[src/rtl/store_rmw_ctrl_pkg.sv]
// Shared types and helpers for the read-modify-write store controller.
package store_pkg;

   localparam logic [1:0] SZ_BYTE = 2'd0;
   localparam logic [1:0] SZ_HALF = 2'd1;
   localparam logic [1:0] SZ_WORD = 2'd2;
   localparam logic [1:0] SZ_ILL  = 2'd3;

   typedef enum logic [2:0] {
      S_IDLE,
      S_RD1,
      S_WR1,
      S_RD2,
      S_WR2,
      S_DONE
   } state_e;

   // Number of bytes written for a size code; 0 for the illegal code.
   function automatic logic [2:0] size_bytes(input logic [1:0] size);
      case (size)
         SZ_BYTE: return 3'd1;
         SZ_HALF: return 3'd2;
         SZ_WORD: return 3'd4;
         default: return 3'd0;
      endcase
   endfunction

   // True when the bytes starting at lane 'off' spill into the next word.
   function automatic logic crosses(input logic [1:0] off, input logic [2:0] n);
      return (({2'b00, off} + {1'b0, n}) > 4'd4);
   endfunction

endpackage

[src/rtl/store_rmw_ctrl_if.sv]
// Word-wide memory bus between the store controller and the shared bus.
interface store_bus_if;

   logic        cyc;
   logic        stb;
   logic        we;
   logic [31:0] adr;
   logic [31:0] dat_o;
   logic [31:0] dat_i;
   logic        ack;
   logic        err;

   modport master (
      output cyc, stb, we, adr, dat_o,
      input  dat_i, ack, err
   );

   modport slave (
      input  cyc, stb, we, adr, dat_o,
      output dat_i, ack, err
   );

endinterface

[src/rtl/store_rmw_ctrl_merge.sv]
// Byte-lane merge of right-justified store data into the two covered words.
module store_merge (
   input  logic [31:0] w0_i,
   input  logic [31:0] w1_i,
   input  logic [31:0] data_i,
   input  logic [1:0]  off_i,
   input  logic [2:0]  n_i,
   output logic [31:0] w0_o,
   output logic [31:0] w1_o
);

   // Lanes inside [off, off+n) come from the new data; spill-over lands in w1.
   always_comb begin
      int unsigned off;
      int unsigned lim;
      off  = 32'(off_i);
      lim  = off + 32'(n_i);
      w0_o = w0_i;
      w1_o = w1_i;
      for (int unsigned i = 0; i < 4; i++) begin
         if ((i >= off) && (i < lim)) begin
            w0_o[8*i +: 8] = data_i[8*(i - off) +: 8];
         end
         if ((i + 4) < lim) begin
            w1_o[8*i +: 8] = data_i[8*(4 - off + i) +: 8];
         end
      end
   end

endmodule

[src/rtl/store_rmw_ctrl.sv]
// Read-modify-write sequencer for sub-word and unaligned stores on a 32-bit bus.
module store_rmw_ctrl
   import store_pkg::*;
#(
   parameter bit ALLOW_UNALIGNED = 1'b1
) (
   input  logic        clk,
   input  logic        rst,
   input  logic        st_valid_i,
   output logic        st_ready_o,
   input  logic [31:0] st_addr_i,
   input  logic [31:0] st_data_i,
   input  logic [1:0]  st_size_i,
   output logic        st_done_o,
   output logic        st_err_o,
   store_bus_if.master bus
);

   state_e      state_q, state_d;
   logic [31:0] addr_q, addr_d;
   logic [31:0] data_q, data_d;
   logic [1:0]  size_q, size_d;
   logic [31:0] w0_q, w0_d;
   logic [31:0] w1_q, w1_d;
   logic        err_q, err_d;

   logic [1:0]  off_q;
   logic [2:0]  n_q;
   logic        cross_q;
   logic [31:0] a0, a1;
   logic [31:0] m0, m1;

   logic [1:0]  off_in;
   logic [2:0]  n_in;
   logic        cross_in;

   assign off_q    = addr_q[1:0];
   assign n_q      = size_bytes(size_q);
   assign cross_q  = crosses(off_q, n_q);
   assign a0       = {addr_q[31:2], 2'b00};
   assign a1       = a0 + 32'd4;

   assign off_in   = st_addr_i[1:0];
   assign n_in     = size_bytes(st_size_i);
   assign cross_in = crosses(off_in, n_in);

   store_merge u_merge (
      .w0_i   (w0_q),
      .w1_i   (w1_q),
      .data_i (data_q),
      .off_i  (off_q),
      .n_i    (n_q),
      .w0_o   (m0),
      .w1_o   (m1)
   );

   // State and request registers; reset drops any in-flight operation.
   always_ff @(posedge clk or posedge rst) begin
      if (rst) begin
         state_q <= S_IDLE;
         addr_q  <= '0;
         data_q  <= '0;
         size_q  <= '0;
         w0_q    <= '0;
         w1_q    <= '0;
         err_q   <= 1'b0;
      end else begin
         state_q <= state_d;
         addr_q  <= addr_d;
         data_q  <= data_d;
         size_q  <= size_d;
         w0_q    <= w0_d;
         w1_q    <= w1_d;
         err_q   <= err_d;
      end
   end

   // Next-state and bus/handshake outputs; bus_err beats bus_ack in every phase.
   always_comb begin
      state_d    = state_q;
      addr_d     = addr_q;
      data_d     = data_q;
      size_d     = size_q;
      w0_d       = w0_q;
      w1_d       = w1_q;
      err_d      = err_q;
      st_ready_o = 1'b0;
      st_done_o  = 1'b0;
      st_err_o   = 1'b0;
      bus.cyc    = 1'b0;
      bus.stb    = 1'b0;
      bus.we     = 1'b0;
      bus.adr    = '0;
      bus.dat_o  = '0;

      case (state_q)
         S_IDLE: begin
            st_ready_o = 1'b1;
            if (st_valid_i) begin
               addr_d = st_addr_i;
               data_d = st_data_i;
               size_d = st_size_i;
               err_d  = 1'b0;
               if ((st_size_i == SZ_ILL) || (cross_in && !ALLOW_UNALIGNED)) begin
                  err_d   = 1'b1;
                  state_d = S_DONE;
               end else if ((st_size_i == SZ_WORD) && (off_in == 2'd0)) begin
                  state_d = S_WR1;
               end else begin
                  state_d = S_RD1;
               end
            end
         end

         S_RD1: begin
            bus.cyc = 1'b1;
            bus.stb = 1'b1;
            bus.adr = a0;
            if (bus.err) begin
               err_d   = 1'b1;
               state_d = S_DONE;
            end else if (bus.ack) begin
               w0_d    = bus.dat_i;
               state_d = S_WR1;
            end
         end

         S_WR1: begin
            bus.cyc   = 1'b1;
            bus.stb   = 1'b1;
            bus.we    = 1'b1;
            bus.adr   = a0;
            bus.dat_o = m0;
            if (bus.err) begin
               err_d   = 1'b1;
               state_d = S_DONE;
            end else if (bus.ack) begin
               state_d = cross_q ? S_RD2 : S_DONE;
            end
         end

         S_RD2: begin
            bus.cyc = 1'b1;
            bus.stb = 1'b1;
            bus.adr = a1;
            if (bus.err) begin
               err_d   = 1'b1;
               state_d = S_DONE;
            end else if (bus.ack) begin
               w1_d    = bus.dat_i;
               state_d = S_WR2;
            end
         end

         S_WR2: begin
            bus.cyc   = 1'b1;
            bus.stb   = 1'b1;
            bus.we    = 1'b1;
            bus.adr   = a1;
            bus.dat_o = m1;
            if (bus.err) begin
               err_d   = 1'b1;
               state_d = S_DONE;
            end else if (bus.ack) begin
               state_d = S_DONE;
            end
         end

         S_DONE: begin
            st_done_o = 1'b1;
            st_err_o  = err_q;
            state_d   = S_IDLE;
         end

         default: begin
            state_d = S_IDLE;
         end
      endcase
   end

endmodule

[src/flat_wrapper.sv]
// flat-port wrapper written by rule: the top's interface ports become plain ports
module store_rmw_ctrl_flat import store_pkg::*;
#(
   parameter bit ALLOW_UNALIGNED = 1'b1
)
  (clk, rst, st_valid_i, st_ready_o, st_addr_i, st_data_i, st_size_i, st_done_o, st_err_o, bus_cyc, bus_stb, bus_we, bus_adr, bus_dat_o, bus_dat_i, bus_ack, bus_err);
  store_bus_if bus_i ();
  input  logic clk;
  input  logic rst;
  input  logic st_valid_i;
  output logic st_ready_o;
  input  logic [31:0] st_addr_i;
  input  logic [31:0] st_data_i;
  input  logic [1:0] st_size_i;
  output logic st_done_o;
  output logic st_err_o;
  output wire logic [$bits(bus_i.cyc)-1:0] bus_cyc;
  output wire logic [$bits(bus_i.stb)-1:0] bus_stb;
  output wire logic [$bits(bus_i.we)-1:0] bus_we;
  output wire logic [$bits(bus_i.adr)-1:0] bus_adr;
  output wire logic [$bits(bus_i.dat_o)-1:0] bus_dat_o;
  input wire logic [$bits(bus_i.dat_i)-1:0] bus_dat_i;
  input wire logic [$bits(bus_i.ack)-1:0] bus_ack;
  input wire logic [$bits(bus_i.err)-1:0] bus_err;
  assign bus_cyc = bus_i.cyc;
  assign bus_stb = bus_i.stb;
  assign bus_we = bus_i.we;
  assign bus_adr = bus_i.adr;
  assign bus_dat_o = bus_i.dat_o;
  assign bus_i.dat_i = bus_dat_i;
  assign bus_i.ack = bus_ack;
  assign bus_i.err = bus_err;
  store_rmw_ctrl #(.ALLOW_UNALIGNED(ALLOW_UNALIGNED)) u_core (.clk(clk), .rst(rst), .st_valid_i(st_valid_i), .st_ready_o(st_ready_o), .st_addr_i(st_addr_i), .st_data_i(st_data_i), .st_size_i(st_size_i), .st_done_o(st_done_o), .st_err_o(st_err_o), .bus(bus_i));
endmodule
[config.mk]
export PLATFORM = sky130hd
export DESIGN_NAME = store_rmw_ctrl_flat
export DESIGN_NICKNAME = d
export VERILOG_FILES = /design/src/rtl/store_rmw_ctrl_pkg.sv /design/src/rtl/store_rmw_ctrl_if.sv /design/src/rtl/store_rmw_ctrl_merge.sv /design/src/rtl/store_rmw_ctrl.sv /design/src/flat_wrapper.sv
export SDC_FILE = /design/constraint.sdc
export NUM_CORES = 1
export LEC_CHECK = 0
export BUFFER_PORTS_ARGS = -buffer_cell sky130_fd_sc_hd__buf_4
export CAP_MARGIN = 20
export CORE_UTILIZATION = 56
export CTS_CLUSTER_DIAMETER = 100
export CTS_CLUSTER_SIZE = 40
export DETAILED_ROUTE_END_ITERATION = 8
export GPL_ROUTABILITY_DRIVEN = 0
export PLACE_DENSITY = 0.78
export SETUP_SLACK_MARGIN = 0.1
export SLEW_MARGIN = 0
export SYNTH_ARGS = -nofsm -noshare
export SYNTH_HDL_FRONTEND = slang
export SYNTH_HIERARCHICAL = 1
export SYNTH_SLANG_ARGS = --single-unit
[constraint.sdc]
create_clock -name clk -period 5.1 [get_ports clk]
set_input_delay 0.255 -clock clk [delete_from_list [all_inputs] [get_ports clk]]
set_output_delay 0.255 -clock clk [all_outputs]
set_load 0.05 [all_outputs]
* After elaboration in Yosys (flattened, before gate mapping)
Index checks and enable logic that the tools add are counted.
** Word-level totals
- Register bits :: 134
- Input port bits :: 103
- Logic and storage cells :: 104
** Cells by class
- Shifts and indexed selects :: 8
- Bitwise operators :: 1
- Reductions and logical operators :: 17
- $add $sub $neg :: 11
- Order comparisons :: 12
- Eq/ne operators :: 15
- Multiplexer cells :: 33
** Operator list (number)
- $shiftx A32 B33 Y8 :: 8
- $lt A3 B32 Y1 const A :: 4
- $pmux W32 S2 :: 2
- $lt A1 B32 Y1 const A :: 2
- $lt A2 B32 Y1 const A :: 2
- $mux W8 :: 8
- $mux W3 :: 11
- $add A32 B3 Y32 const B :: 1
- $add A29 B1 Y29 const B :: 1
- $add A29 B2 Y29 const B :: 1
- $pmux W3 S5 :: 1
- $ne A3 B3 Y1 const B :: 4
- $pmux W3 S3 :: 1
- $reduce_and A3 Y1 :: 3
- $add A2 B3 Y4 :: 2
- $mux W1 :: 8
- $eq A2 B2 Y1 const B :: 3
- $eq A3 B2 Y1 const B :: 2
- $eq A3 B3 Y1 const B :: 2
- $reduce_or A2 Y1 :: 3
- $sub A1 B2 Y3 const A :: 2
- $sub A2 B2 Y3 const A :: 2
- $add A4 B3 Y5 const B :: 1
- $reduce_and A5 Y1 :: 1
- 17 further kinds :: 22

* Longest topological paths before layout
- Depth in word-level cells :: 8
- Gate-level depth with buffers :: 10
- Depth with buffers taken out :: 8

* By module
The synthesis kept the hierarchy.
** Modules (own cells, without submodules)
- store_rmw_ctrl :: times used 1, cells an instance 552, area each 6472.5 um2
- store_merge :: times used 1, cells an instance 226, area each 1871.8 um2

* Worst setup path before layout
OpenSTA, ideal clock, no wires.
- Path type :: reg-to-output
- Start :: register u_core.addr_q[8]
- End :: output port bus_adr[29]
- Slack :: 1861 ps
- Required time :: 4845 ps
- Arrival :: 2984 ps
- Cell stages (with the launch flop) :: 8
- Buffers on the path :: 2
- Cells stage by stage :: dfrtp_1 buf_2 nand4_2 or4_4 or3_1 clkbuf_2 nand2b_1 o31ai_1
** On the way
- Longest elaborated chain between the ends :: 2
** RTL lines
- from (decl) :: line store_rmw_ctrl.sv:20 : logic [31:0] addr_q, addr_d;
- from (signal assigned) :: line store_rmw_ctrl.sv:69 : addr_q <= addr_d;
- $add A32 B3 Y32 :: line store_rmw_ctrl.sv:41 : assign a1 = a0 + 32'd4;
- $pmux W32 S2 :: line store_rmw_ctrl.sv:96 : case (state_q)
- to (decl) :: line flat_wrapper.sv:20 : output wire logic [$bits(bus_i.adr)-1:0] bus_adr;
No other way between the ends.

* Worst setup path after layout
- Start :: register u_core.addr_q[0]
- End :: output port bus_dat_o[12]
** On the way
- Longest elaborated chain between the ends :: 5
- Elaborated cells on any way between the ends :: 13
- Those cells by class :: add/sub: 4; order compare: 3; shift: 2; mux: 3; reduce/logical: 1
** RTL lines
- $sub A3 B2 Y4 :: line store_rmw_ctrl_merge.sv:25 : w1_o[8*i +: 8] = data_i[8*(4 - off + i) +: 8];
- $add A29 B1 Y29 :: line store_rmw_ctrl_merge.sv:25
- $shiftx A32 B33 Y8 :: line store_rmw_ctrl_merge.sv:25
- $mux W8 * :: line store_rmw_ctrl_merge.sv:24 : if ((i + 4) < lim) begin
- named net u_core.m1[12] :: line store_rmw_ctrl.sv:31 : logic [31:0] m0, m1;
- $pmux W32 S2 * :: line store_rmw_ctrl.sv:96
- to (decl) :: line flat_wrapper.sv:21 : output wire logic [$bits(bus_i.dat_o)-1:0] bus_dat_o;
The timed path passes the listed nets; every way through them passes the cells marked *.

==> impl_metrics.csv <==
group,metric,value,unit
run_status,status,"finished clean",
logic_synthesis,syn_area_per_cell,10.7,um2
logic_synthesis,async_reset_ff_share,100,%
worst_setup_path,worstPathRequired,4.85,ns
detailed_routing,drtAntennaViolNets,0,
logic_synthesis,synth-edff-count,0,
clock_tree,cts_buffer_depth,2,
global_routing,grt_pass1_wl,36.0,mm
sta,period_share,87.1,%
logic_synthesis,ys_seq_area_share,40.2,%
detailed_routing,drc,0,
layout,fillerInstances,1039,
min_path,hold_class,"in2reg",
sta,rsz0062_at_grt,"false",
worst_setup_path,start_kind,"register",
floorplanning,start_util,57.4,%
global_routing,overflow,0,
global_routing,grt_pass1_vias,6868,
layout,diodes,0,
layout,finalNetCount,1036,
clock_tree,clk_latency,0.43,ns
worst_setup_path,cp_max_fo,45,
floorplanning,rows,44,
sta,finClkSkew,0.00611,ns
logic_synthesis,yosysWarnings,6,
clock_tree,holdBufCountCts,0,
clock_tree,path_clk_slew,0.06,ns
floorplanning,core_area,14500,um2
global_routing,grtUsageTotal,31.5,%
layout,multi_input_area,4670,um2
worst_setup_path,cp-end-kind,"primary output",
detailed_routing,dr.pass1.iters,5,
detailed_routing,drt_iter0_drc,623,
placed_design,placement.io_buffers,170,
sta,period_needed,4.44,ns
worst_setup_path,crit_start,"u_core/addr_q[0]",
worst_setup_path,rr_startpoint,"u_core/addr_q[0]",
sta,final-setup-viol-count,0,
min_path,hold_start,"st_addr_i[23]",
sta,slew_violations,0,
worst_setup_path,critPathArrivalTime,4.19,ns
detailed_routing,drt-wirelength-per-cell,21.0,um
layout,syn_to_final_growth,23.4,%
layout,final_common_cell,"buf_4",
worst_setup_path,worstSetupPathType,"reg2out",
placed_design,placed_cells,1085,
clock_tree,cts_tree,"yes",
job,drv_cap,0,
floorplanning,io_pins,173,
clock_tree,cts_resized,0,
sta,fin_setup_tns,0,ns
logic_synthesis,syn-instance-count,778,
layout,final_core_util,70.8,%
sta,slew_headroom,30.7,%
sta,fmax,225,MHz
clock_tree,cts_buffers,17,
floorplanning,dieArea,15400,um2
detailed_routing,wl,23.5,mm
placed_design,dp_hpwl,16.5,mm
sta,worst_pin_slew,1.04,ns
layout,layout_common_cells,"buf_4 (178), mux2_2 (156), dfrtp_1 (133)",
layout,regArea,3350,um2
detailed_routing,vias_per_cell,6.35,
logic_synthesis,synth.distinct_cells,66,
sta,hold_viol,0,
clock_tree,cts.sinks,134,
layout,stdcell_count,1118,
detailed_routing,vias,7094,
layout,drive_gt1_share,42.7,%
logic_synthesis,syn_area,8340,um2
logic_synthesis,ys_seq_elements,134,
clock_tree,htreeDepth,4,
global_routing,grt_start_max_net_pins,77,
floorplanning,fp.dieW,124,um
clock_tree,post_cts_buffers,0,
logic_synthesis,ys.flop_type,"dfrtp_1",
floorplanning,die_y,124,um
global_routing,antenna_found_initial,0,
clock_tree,clockRootBuffer,"clkbuf_16",
-- area by class of cell --
| cell class | count | area share (%) |
|---|---|---|
| well taps | 184 | 2.24 |
| repair buffers | 179 | 13.1 |
| inverters | 15 | 0.571 |
| multi-input cells | 574 | 45.4 |
| clock buffers | 17 | 4.13 |
| clock inverters | 15 | 1.97 |
| flip-flops and latches | 134 | 32.6 |
-- per-stage QoR --
step	setup slack, ns	hold WS (ns)	cell area, um2
2_1_floorplan	1.26	0.372	8350
3_3_place_gp	1.37	0.466	9650
3_5_place_dp	1.25	0.486	9650
4_1_cts	0.723	0.0415	10300
5_1_grt	0.443	0.0498	10300
6_report	0.659	0.0537	10300
-- flip-flops by register name, summed over array words and instances (netlist names) --
name            cells
u_core/addr_q      32
u_core/data_q      32
u_core/w0_q        32
u_core/w1_q        32
u_core/state_q      3
u_core/size_q       2
u_core/err_q        1
-- kinds of logic (layout without fill, tap and decap cells) --
kind of cell	Yosys count	count (layout)	synth area share (%)
adders and majority gates	12	12	1.98
xor gates and xnor gates	6	6	0.720
DFF	134	134	40.2
and+or+nand+nor	183	183	10.8
AOI/OAI and AO/OA	182	182	15.2
muxes	189	189	27.0
other	1	2	0.0449
buffers and inverters	71	226	4.05
-- worst max-delay path: stages, from the launching register on --
cell and delay [ns]:
dfrtp_2 1.05, inv_2 0.28, ha_1 0.68, buf_4 0.35, nor3_1 0.08, a2111oi_0 0.66, mux2_2 0.29, a22o_1 0.15
buf_4 0.20
-- cells in the mapped netlist, drive strengths merged (2+ instances only) --
| cell | instances | share of area (%) |
|---|---|---|
| nor2 | 26 | 1.2 |
| a31oi | 6 | 0.45 |
| and4 | 3 | 0.31 |
| o21a | 2 | 0.18 |
| mux2 | 157 | 21 |
| inv | 15 | 0.67 |
| and2 | 11 | 0.82 |
| a221oi | 4 | 0.42 |
| nand3 | 16 | 0.96 |
| o21ai | 54 | 3.3 |
| nor3 | 12 | 0.72 |
| o31ai | 6 | 0.54 |
| a211oi | 4 | 0.36 |
| a211o | 2 | 0.21 |
| and3 | 5 | 0.37 |
| ha | 10 | 1.5 |
| fa | 2 | 0.48 |
| nor2b | 7 | 0.52 |
| or4 | 3 | 0.31 |
| o22ai | 3 | 0.22 |
| a2111oi | 4 | 0.42 |
| xor2 | 4 | 0.42 |
| mux2i | 19 | 2.3 |
| a21oi | 30 | 2.0 |
| a22o | 42 | 4.4 |
| nand4 | 7 | 0.60 |
| mux4 | 13 | 3.5 |
| a21o | 3 | 0.27 |
| nor4 | 5 | 0.37 |
| o2bb2ai | 11 | 1.2 |
| o311ai | 5 | 0.52 |
| a22oi | 2 | 0.18 |
| nand2b | 6 | 0.45 |
| buf | 20 | 1.7 |
| clkbuf | 36 | 1.6 |
| dfrtp | 134 | 40 |
| nor3b | 3 | 0.27 |
| nor4b | 2 | 0.21 |
| xnor2 | 2 | 0.30 |
| nand2 | 72 | 3.2 |
-- layer usage --
metal	routed length [um]	up-vias	track usage, %
li1	-	3191	-
met1	9280	3513	39.2
met2	11600	319	51.7
met3	1560	71	6.04
met4	1020	0	16.7
met5	0	-	0
-- final timing paths --
kind,to,slack (ns),cells past startpoint
min,u_core/addr_q[23],0.05,3
max reg2reg,u_core/state_q[1],2.47,7
min in group asynchronous,u_core/data_q[12],0.06,2
max in group asynchronous,u_core/addr_q[0],3.69,3
max,bus_dat_o[12],0.66,8
min reg2reg,u_core/w0_q[5],0.50,1
Power is left out: the tool's default activity adds up to more than one toggle a clock period on the data nets, which glitch-free logic cannot reach.
